### src/rtl/bp_update_queue_if.sv
// Commit-to-predictor update bus: two commit slots in, in_ready back, two update slots out.
// The queue takes the slave side; commit and predictor together act as master.
`ifndef INST_ADDR_WIDTH
`define INST_ADDR_WIDTH 32
`endif
`ifndef BP_GHR_BITS
`define BP_GHR_BITS 16
`endif

interface bp_update_queue_if #(
  parameter int unsigned ADDR_W   = `INST_ADDR_WIDTH,
  parameter int unsigned GHR_BITS = `BP_GHR_BITS
);
  logic                in0_valid;
  logic [ADDR_W-1:0]   in0_pc;
  logic                in0_taken;
  logic [ADDR_W-1:0]   in0_target;
  logic [GHR_BITS-1:0] in0_hist;
  logic                in0_is_call;
  logic                in0_is_return;
  logic                in0_mispredict;

  logic                in1_valid;
  logic [ADDR_W-1:0]   in1_pc;
  logic                in1_taken;
  logic [ADDR_W-1:0]   in1_target;
  logic [GHR_BITS-1:0] in1_hist;
  logic                in1_is_call;
  logic                in1_is_return;
  logic                in1_mispredict;

  logic                in_ready;

  logic                out0_valid;
  logic [ADDR_W-1:0]   out0_pc;
  logic                out0_taken;
  logic [ADDR_W-1:0]   out0_target;
  logic [GHR_BITS-1:0] out0_hist;
  logic                out0_is_call;
  logic                out0_is_return;

  logic                out1_valid;
  logic [ADDR_W-1:0]   out1_pc;
  logic                out1_taken;
  logic [ADDR_W-1:0]   out1_target;
  logic [GHR_BITS-1:0] out1_hist;
  logic                out1_is_call;
  logic                out1_is_return;

  modport master (
    output in0_valid, in0_pc, in0_taken, in0_target, in0_hist, in0_is_call, in0_is_return,
           in0_mispredict,
    output in1_valid, in1_pc, in1_taken, in1_target, in1_hist, in1_is_call, in1_is_return,
           in1_mispredict,
    input  in_ready,
    input  out0_valid, out0_pc, out0_taken, out0_target, out0_hist, out0_is_call, out0_is_return,
    input  out1_valid, out1_pc, out1_taken, out1_target, out1_hist, out1_is_call, out1_is_return
  );

  modport slave (
    input  in0_valid, in0_pc, in0_taken, in0_target, in0_hist, in0_is_call, in0_is_return,
           in0_mispredict,
    input  in1_valid, in1_pc, in1_taken, in1_target, in1_hist, in1_is_call, in1_is_return,
           in1_mispredict,
    output in_ready,
    output out0_valid, out0_pc, out0_taken, out0_target, out0_hist, out0_is_call, out0_is_return,
    output out1_valid, out1_pc, out1_taken, out1_target, out1_hist, out1_is_call, out1_is_return
  );
endinterface

### src/rtl/bp_update_queue.sv
// 2-in/2-out FIFO holding resolved-branch updates until the predictor can take them.
// Outputs are suppressed (and nothing pops) while flush is high; contents are kept.
`ifndef INST_ADDR_WIDTH
`define INST_ADDR_WIDTH 32
`endif
`ifndef BP_GHR_BITS
`define BP_GHR_BITS 16
`endif

module bp_update_queue #(
  parameter int unsigned DEPTH    = 8,
  parameter int unsigned ADDR_W   = `INST_ADDR_WIDTH,
  parameter int unsigned GHR_BITS = `BP_GHR_BITS,
  parameter int unsigned CNT_W    = 32
) (
  input  logic                     clk_i,
  input  logic                     rst_i,
  input  logic                     flush_i,
  bp_update_queue_if.slave         bus,
  output logic [$clog2(DEPTH):0]   occupancy_o,
  output logic                     overflow_o,
  output logic [CNT_W-1:0]         upd_count_o,
  output logic [CNT_W-1:0]         mispred_count_o
);

  localparam int unsigned PtrW = $clog2(DEPTH);
  localparam logic [PtrW-1:0] PtrOne = PtrW'(1);
  localparam logic [PtrW:0] ReadyMax = (PtrW + 1)'(DEPTH - 2);

  typedef struct packed {
    logic [ADDR_W-1:0]   pc;
    logic                taken;
    logic [ADDR_W-1:0]   target;
    logic [GHR_BITS-1:0] hist;
    logic                is_call;
    logic                is_return;
    logic                mispredict;
  } entry_t;

  entry_t mem_q [DEPTH];

  logic [PtrW-1:0]  rd_ptr_q, rd_ptr_d, wr_ptr_q, wr_ptr_d;
  logic [PtrW-1:0]  rd_ptr_p1, wr_slot1;
  logic [PtrW:0]    count_q, count_d;
  logic             overflow_q, overflow_d;
  logic [CNT_W-1:0] upd_q, upd_d, mis_q, mis_d;

  logic   in_ready, push0, push1, pop0, pop1;
  logic [1:0] n_push, n_pop, n_mis;
  entry_t in0_e, in1_e, head0, head1;

  always_comb begin
    in0_e = '{pc: bus.in0_pc, taken: bus.in0_taken, target: bus.in0_target, hist: bus.in0_hist,
              is_call: bus.in0_is_call, is_return: bus.in0_is_return,
              mispredict: bus.in0_mispredict};
    in1_e = '{pc: bus.in1_pc, taken: bus.in1_taken, target: bus.in1_target, hist: bus.in1_hist,
              is_call: bus.in1_is_call, is_return: bus.in1_is_return,
              mispredict: bus.in1_mispredict};
  end

  // Readiness uses the start-of-cycle count only; same-cycle pops do not free space.
  assign in_ready  = (count_q <= ReadyMax);
  assign push0     = in_ready & bus.in0_valid;
  assign push1     = in_ready & bus.in1_valid;
  assign wr_slot1  = push0 ? (wr_ptr_q + PtrOne) : wr_ptr_q;

  assign rd_ptr_p1 = rd_ptr_q + PtrOne;
  assign head0     = mem_q[rd_ptr_q];
  assign head1     = mem_q[rd_ptr_p1];
  assign pop0      = ~flush_i & (count_q != '0);
  assign pop1      = ~flush_i & (count_q >= (PtrW + 1)'(2));

  always_comb begin
    n_push     = {1'b0, push0} + {1'b0, push1};
    n_pop      = {1'b0, pop0} + {1'b0, pop1};
    n_mis      = {1'b0, pop0 & head0.mispredict} + {1'b0, pop1 & head1.mispredict};
    count_d    = count_q + (PtrW + 1)'(n_push) - (PtrW + 1)'(n_pop);
    rd_ptr_d   = rd_ptr_q + PtrW'(n_pop);
    wr_ptr_d   = wr_ptr_q + PtrW'(n_push);
    upd_d      = upd_q + CNT_W'(n_pop);
    mis_d      = mis_q + CNT_W'(n_mis);
    overflow_d = overflow_q | (~in_ready & (bus.in0_valid | bus.in1_valid));
  end

  always_ff @(posedge clk_i) begin
    if (rst_i) begin
      rd_ptr_q   <= '0;
      wr_ptr_q   <= '0;
      count_q    <= '0;
      overflow_q <= 1'b0;
      upd_q      <= '0;
      mis_q      <= '0;
    end else begin
      rd_ptr_q   <= rd_ptr_d;
      wr_ptr_q   <= wr_ptr_d;
      count_q    <= count_d;
      overflow_q <= overflow_d;
      upd_q      <= upd_d;
      mis_q      <= mis_d;
    end
  end

  // Storage needs no reset; only the pointers and count define what is live.
  always_ff @(posedge clk_i) begin
    if (!rst_i) begin
      if (push0) mem_q[wr_ptr_q] <= in0_e;
      if (push1) mem_q[wr_slot1] <= in1_e;
    end
  end

  assign bus.in_ready       = in_ready;
  assign bus.out0_valid     = pop0;
  assign bus.out0_pc        = head0.pc;
  assign bus.out0_taken     = head0.taken;
  assign bus.out0_target    = head0.target;
  assign bus.out0_hist      = head0.hist;
  assign bus.out0_is_call   = head0.is_call;
  assign bus.out0_is_return = head0.is_return;
  assign bus.out1_valid     = pop1;
  assign bus.out1_pc        = head1.pc;
  assign bus.out1_taken     = head1.taken;
  assign bus.out1_target    = head1.target;
  assign bus.out1_hist      = head1.hist;
  assign bus.out1_is_call   = head1.is_call;
  assign bus.out1_is_return = head1.is_return;

  assign occupancy_o     = count_q;
  assign overflow_o      = overflow_q;
  assign upd_count_o     = upd_q;
  assign mispred_count_o = mis_q;

endmodule
### src/flat_wrapper.sv
// flat-port wrapper written by rule: the top's interface ports become plain ports
module bp_update_queue_flat 
#(
  parameter int unsigned DEPTH    = 8,
  parameter int unsigned ADDR_W   = `INST_ADDR_WIDTH,
  parameter int unsigned GHR_BITS = `BP_GHR_BITS,
  parameter int unsigned CNT_W    = 32
)
  (clk_i, rst_i, flush_i, occupancy_o, overflow_o, upd_count_o, mispred_count_o, bus_in0_valid, bus_in0_pc, bus_in0_taken, bus_in0_target, bus_in0_hist, bus_in0_is_call, bus_in0_is_return, bus_in0_mispredict, bus_in1_valid, bus_in1_pc, bus_in1_taken, bus_in1_target, bus_in1_hist, bus_in1_is_call, bus_in1_is_return, bus_in1_mispredict, bus_in_ready, bus_out0_valid, bus_out0_pc, bus_out0_taken, bus_out0_target, bus_out0_hist, bus_out0_is_call, bus_out0_is_return, bus_out1_valid, bus_out1_pc, bus_out1_taken, bus_out1_target, bus_out1_hist, bus_out1_is_call, bus_out1_is_return);
  bp_update_queue_if #(.ADDR_W(ADDR_W), .GHR_BITS(GHR_BITS)) bus_i ();
  input  logic clk_i;
  input  logic rst_i;
  input  logic flush_i;
  output logic [$clog2(DEPTH):0] occupancy_o;
  output logic overflow_o;
  output logic [CNT_W-1:0] upd_count_o;
  output logic [CNT_W-1:0] mispred_count_o;
  input wire logic [$bits(bus_i.in0_valid)-1:0] bus_in0_valid;
  input wire logic [$bits(bus_i.in0_pc)-1:0] bus_in0_pc;
  input wire logic [$bits(bus_i.in0_taken)-1:0] bus_in0_taken;
  input wire logic [$bits(bus_i.in0_target)-1:0] bus_in0_target;
  input wire logic [$bits(bus_i.in0_hist)-1:0] bus_in0_hist;
  input wire logic [$bits(bus_i.in0_is_call)-1:0] bus_in0_is_call;
  input wire logic [$bits(bus_i.in0_is_return)-1:0] bus_in0_is_return;
  input wire logic [$bits(bus_i.in0_mispredict)-1:0] bus_in0_mispredict;
  input wire logic [$bits(bus_i.in1_valid)-1:0] bus_in1_valid;
  input wire logic [$bits(bus_i.in1_pc)-1:0] bus_in1_pc;
  input wire logic [$bits(bus_i.in1_taken)-1:0] bus_in1_taken;
  input wire logic [$bits(bus_i.in1_target)-1:0] bus_in1_target;
  input wire logic [$bits(bus_i.in1_hist)-1:0] bus_in1_hist;
  input wire logic [$bits(bus_i.in1_is_call)-1:0] bus_in1_is_call;
  input wire logic [$bits(bus_i.in1_is_return)-1:0] bus_in1_is_return;
  input wire logic [$bits(bus_i.in1_mispredict)-1:0] bus_in1_mispredict;
  output wire logic [$bits(bus_i.in_ready)-1:0] bus_in_ready;
  output wire logic [$bits(bus_i.out0_valid)-1:0] bus_out0_valid;
  output wire logic [$bits(bus_i.out0_pc)-1:0] bus_out0_pc;
  output wire logic [$bits(bus_i.out0_taken)-1:0] bus_out0_taken;
  output wire logic [$bits(bus_i.out0_target)-1:0] bus_out0_target;
  output wire logic [$bits(bus_i.out0_hist)-1:0] bus_out0_hist;
  output wire logic [$bits(bus_i.out0_is_call)-1:0] bus_out0_is_call;
  output wire logic [$bits(bus_i.out0_is_return)-1:0] bus_out0_is_return;
  output wire logic [$bits(bus_i.out1_valid)-1:0] bus_out1_valid;
  output wire logic [$bits(bus_i.out1_pc)-1:0] bus_out1_pc;
  output wire logic [$bits(bus_i.out1_taken)-1:0] bus_out1_taken;
  output wire logic [$bits(bus_i.out1_target)-1:0] bus_out1_target;
  output wire logic [$bits(bus_i.out1_hist)-1:0] bus_out1_hist;
  output wire logic [$bits(bus_i.out1_is_call)-1:0] bus_out1_is_call;
  output wire logic [$bits(bus_i.out1_is_return)-1:0] bus_out1_is_return;
  assign bus_i.in0_valid = bus_in0_valid;
  assign bus_i.in0_pc = bus_in0_pc;
  assign bus_i.in0_taken = bus_in0_taken;
  assign bus_i.in0_target = bus_in0_target;
  assign bus_i.in0_hist = bus_in0_hist;
  assign bus_i.in0_is_call = bus_in0_is_call;
  assign bus_i.in0_is_return = bus_in0_is_return;
  assign bus_i.in0_mispredict = bus_in0_mispredict;
  assign bus_i.in1_valid = bus_in1_valid;
  assign bus_i.in1_pc = bus_in1_pc;
  assign bus_i.in1_taken = bus_in1_taken;
  assign bus_i.in1_target = bus_in1_target;
  assign bus_i.in1_hist = bus_in1_hist;
  assign bus_i.in1_is_call = bus_in1_is_call;
  assign bus_i.in1_is_return = bus_in1_is_return;
  assign bus_i.in1_mispredict = bus_in1_mispredict;
  assign bus_in_ready = bus_i.in_ready;
  assign bus_out0_valid = bus_i.out0_valid;
  assign bus_out0_pc = bus_i.out0_pc;
  assign bus_out0_taken = bus_i.out0_taken;
  assign bus_out0_target = bus_i.out0_target;
  assign bus_out0_hist = bus_i.out0_hist;
  assign bus_out0_is_call = bus_i.out0_is_call;
  assign bus_out0_is_return = bus_i.out0_is_return;
  assign bus_out1_valid = bus_i.out1_valid;
  assign bus_out1_pc = bus_i.out1_pc;
  assign bus_out1_taken = bus_i.out1_taken;
  assign bus_out1_target = bus_i.out1_target;
  assign bus_out1_hist = bus_i.out1_hist;
  assign bus_out1_is_call = bus_i.out1_is_call;
  assign bus_out1_is_return = bus_i.out1_is_return;
  bp_update_queue #(.DEPTH(DEPTH), .ADDR_W(ADDR_W), .GHR_BITS(GHR_BITS), .CNT_W(CNT_W)) u_core (.clk_i(clk_i), .rst_i(rst_i), .flush_i(flush_i), .bus(bus_i), .occupancy_o(occupancy_o), .overflow_o(overflow_o), .upd_count_o(upd_count_o), .mispred_count_o(mispred_count_o));
endmodule
### config.mk
export PLATFORM = sky130hd
export DESIGN_NAME = bp_update_queue_flat
export DESIGN_NICKNAME = d
export VERILOG_FILES = /design/src/rtl/bp_update_queue_if.sv /design/src/rtl/bp_update_queue.sv /design/src/flat_wrapper.sv
export SDC_FILE = /design/constraint.sdc
export NUM_CORES = 1
export LEC_CHECK = 0
export CAP_MARGIN = 20
export CORE_UTILIZATION = 40
export CTS_CLUSTER_DIAMETER = 60
export DETAILED_ROUTE_END_ITERATION = 8
export MAX_ROUTING_LAYER = met4
export PLACE_DENSITY_LB_ADDON = 0.05
export SYNTH_ARGS = -nofsm -noshare
export SYNTH_HDL_FRONTEND = slang
export SYNTH_SLANG_ARGS = --single-unit
### constraint.sdc
create_clock -name clk_i -period 9.6 [get_ports clk_i]
set_input_delay 1.92 -clock clk_i [delete_from_list [all_inputs] [get_ports clk_i]]
set_output_delay 1.92 -clock clk_i [all_outputs]
set_load 0.01 [all_outputs]
* Word level (Yosys, flattened, before mapping) *
Memories as Yosys holds them, arrays and structs flattened. A register that Yosys moved wholly into a read port is not among the register bits.
Index checks and enable logic that the tools add are counted.

storage, ports and cells
  register bits = 75
  memory bits (writable) = 672
  output and inout bits = 238
  logic and storage cells = 40
  memories kept = 1

operators by class
  add/subtract/negate cells = 11
  $lt $le $gt $ge = 2
  muxes and demuxes = 8
  bitwise logic cells = 11
  reduce and logical (&&, ||, !) cells = 1

memory list
  name          words  bits a word  rd ports  clocked after memory_dff  wr ports  RTL line               RTL
  u_core.mem_q  8      84           2         1                         2         bp_update_queue.sv:40  entry_t mem_q [DEPTH];

operator list
  kind                 number
  $add 32x2->32        2
  $and 1x1->1          7
  $add 1x1->2          3
  $add 3x1->3 const B  2
  $add 3x2->3          2
  $mux 1               6
  $mux 3               2
  $add 4x2->4          1
  $ge 4x2->1 const B   1
  $le 4x3->1 const B   1
  $reduce_bool 4->1    1
  $sub 4x2->4          1
  $not 1->1            2
  $or 1x1->1           2

* Longest topological paths before layout *
  word-level depth = 5
  mapped depth = 14

* Worst setup path after synthesis *
Ideal clock, no wire load.

  kind = input-to-reg
  start point = in bus_in0_valid
  end point = mem u_core.mem_q[0][0] (netlist bit), enable pin
  library setup time = 0.651 ns
  arrival = 8.723 ns
  required time = 8.949 ns
  slack = 0.226 ns
  stages = 5
  cell sequence = buf_2 -> and3_1 -> buf_6 -> nand3_1 -> o31ai_1

RTL lines
  item             RTL line               RTL
  start, declared  flat_wrapper.sv:18     input wire logic [$bits(bus_i.in0_valid)-1:0] bus_in0_valid;
  end, declared    bp_update_queue.sv:40

==> reports/metrics.yaml <==
status: "finished clean"
port_buffers: 410
place_ws_ns: 3.39
power_leakage_uw: 0.0185
whs_ns: 0.491
ant_nets: 0
clock.fmax_mhz: 147
synth_nets: 2706
drv_slew: 0
r2r_slack_ns: 3.54
vias: 25614
total_power_uw: 13400
die_h_um: 334
crit_required_ns: 7.68
timing.final.ws_setup_ns: 2.82
post-route-util_pct: 48.3
grt_pass1_vias: 27233
drv_cap: 0
worstHoldPathType: "flip-flop to flip-flop"
hpwl_um: 74400
worstPathCellList: "buf_12 > buf_4 > mux4_2 > mux2_2 > clkdlybuf4s50_1"
synthFlopType: "edfxtp_1"
hold_depth: 2
r2r_cells: 13
timing.final.crit_period_ns: 6.79
mostFrequentLayoutCells: "edfxtp_1, mux2_2, clkdlybuf4s50_1, mux2_4, mux4_2"
place_congestion: 0.785
die_w_um: 334
swShare_pct: 31.6
ys_seq_area_share_pct: 49.3
grt_usage_pct: 23.9
cts.sinks: 747
cp-end-kind: "output port"
tightestPinTransition_ns: 1.07
path_clk_slew_ns: 0.06
num_rows: 121
synth_edf_count: 672
drtPass1Iterations: 5
grt_max_degree: 138
antenna_found_initial: 26
clock_path_buffers: 3
routed_wl_um: 130000
layout.cells.most_common: "edfxtp_1"
r2r-start: "u_core.rd_ptr_q[0]$_SDFF_PP0_"
multi_input_area_um2: 21300
grt_pass1_wl_um: 189000
overflow: 0
seqPwrFrac_pct: 30.9
hold_violations: 0
clock_power_share_pct: 27.3
hold_path_startpoint: "u_core.overflow_o$_SDFF_PP0_"
clk_latency_ns: 0.67
power_switching_uw: 4230
start_util_pct: 40.4
yosysUniqueCellTypes: 52
crit_path_max_fanout: 137
critPathKind: "flip-flop to output port"
hold_buffers: 0
cts-root-buf: "clkbuf_16"
drt_first_iter_violations: 1631
finalSetupViolCount: 0
synth_cells: 2511
pwr-share-comb_pct: 41.8
cp-start-kind: "flip-flop"
post_cts_buffers: 0
slew_headroom_pct: 29.0
r2r_end: "u_core.mispred_count_o[28]$_SDFF_PP0_"
whs_endpoint: "u_core.overflow_o$_SDFF_PP0_"
intPower_uw: 9150
cts_resized: 0
htreeDepth: 3
p_per_area_nw_per_um2: 254
tns_ns: 0
ys_warn_count: 0
netlist_area_um2: 44000
synth_seq_cells: 747
peakVddDrop_mv: 0.167
async_reset_ff_share_pct: 0
cts_buffers: 99
rsz0062_at_grt: "false"
fill_cells: 9185
cpMaxStageDelayCell: "dfxtp_4"
drc_errors: 0
core_um2: 109000
cp_slowest_stage_delay_ns: 1.01
syn-mean-instance-area_um2: 17.5
dieArea_um2: 111000
fin_worst_skew_ns: 0.00971
ios: 411
fin_crit_sh_pct: 70.7
register_area_um2: 21700
cts_tree: "done"
arrival_ns: 4.87
vias_per_cell: 5.82
wl_per_cell_um: 29.6
drive_gt1_share_pct: 48.0
nNetsFinal: 3077
areaGrowthSynthToFinish_pct: 19.6
-- cell families (layout without fill, tap and decap cells) --
kind of cell / after synthesis / after routing / synth area share [%]
simple gates: 236 / 236 / 2.87
compound gates: 62 / 62 / 1.02
flops: 747 / 747 / 49.3
mux: 1192 / 1192 / 42.5
fa+ha+maj: 22 / 22 / 0.660
other cells: 0 / 25 / 0
buf+inv: 208 / 658 / 2.77
xor+xnor: 44 / 44 / 0.877
-- flip-flops by register name, indices dropped and copies added, names as in the netlist --
name                    flops
u_core.wr_ptr_q             3
u_core.rd_ptr_q             3
u_core.mispred_count_o     32
u_core.overflow_o           1
u_core.mem_q              672
u_core.upd_count_o         32
u_core.occupancy_o          4
-- metal layers --
| layer | share of wire (%) | track usage, % | vias to the layer above |
|---|---|---|---|
| met2 | 50 | 39.9 | 679 |
| met5 | 0 | - | - |
| met1 | 42 | 29.6 | 13727 |
| met4 | 2.0 | 6.95 | 0 |
| met3 | 5.8 | 4.50 | 152 |
| li1 | - | - | 11056 |
-- worst max path at each step --
stage                                        startpoint                      endpoint  slack [ns]  depth (start not counted)
final                     u_core.rd_ptr_q[0]$_SDFF_PP0_              bus_out0_hist[4]        2.82                          5
after global routing      u_core.rd_ptr_q[0]$_SDFF_PP0_             bus_out0_hist[13]        2.46                          5
after CTS                 u_core.rd_ptr_q[0]$_SDFF_PP0_              bus_out0_hist[4]        2.65                          5
after detailed placement  u_core.rd_ptr_q[0]$_SDFF_PP0_              bus_out0_hist[4]        3.39                          5
after global placement    u_core.rd_ptr_q[0]$_SDFF_PP0_              bus_out0_hist[4]        3.44                          5
after floorplan                           bus_in0_valid  u_core.mem_q[0][0]$_DFFE_PP_        0.23                          5
-- cell usage after synthesis (17+ instances only) --
cell type    n  share of area (%)
dfxtp_1     75                3.4
nand3_1     29               0.33
buf_6       45                1.2
mux2_4     392                 13
nand4_1     23               0.33
xor2_1      27               0.54
mux2_2     462                 12
nand2_1     24               0.20
clkbuf_1    57               0.49
nor2_1      70               0.60
edfxtp_1   672                 46
buf_2       63               0.72
mux4_2     336                 17
inv_1       22               0.19
ha_1        20               0.57
nor2b_1     24               0.34
xnor2_1     17               0.34
a21oi_1     27               0.31
-- cell type report --
cell class | instances | share of cell area [%]
Clock inverter | 59 | 0.997
Multi-Input combinational cell | 1556 | 40.5
Antenna cell | 25 | 0.119
Tap cell | 1414 | 3.36
Timing Repair Buffer | 456 | 8.50
Inverter | 22 | 0.157
Sequential cell | 747 | 41.2
Clock buffer | 121 | 5.11
-- per-stage QoR --
stage	instance area [um2]	std cells
after detailed placement	49300	4194
after global placement	49300	4194
after floorplan	44000	2511
after global routing	52600	4400
final	52600	4400
after CTS	52500	4374
-- power groups by stage --
| stage | sequential, uW | clock (uW) | combinational (uW) |
|---|---|---|---|
| after floorplan | 4140 | 0 | 3520 |
| after global placement | 4180 | 0 | 5650 |
| after detailed placement | 4200 | 0 | 5670 |
| after CTS | 4140 | 3730 | 5700 |
| after global routing | 4170 | 3860 | 5930 |
| final | 4130 | 3650 | 5600 |
-- worst max-delay path, delay by kind of cell (launching register included) --
family,cells,cell delay [ns]
flops,1,1.01
buf+inv,3,2.16
mux,2,0.87
(Power assumes the default switching activity.)
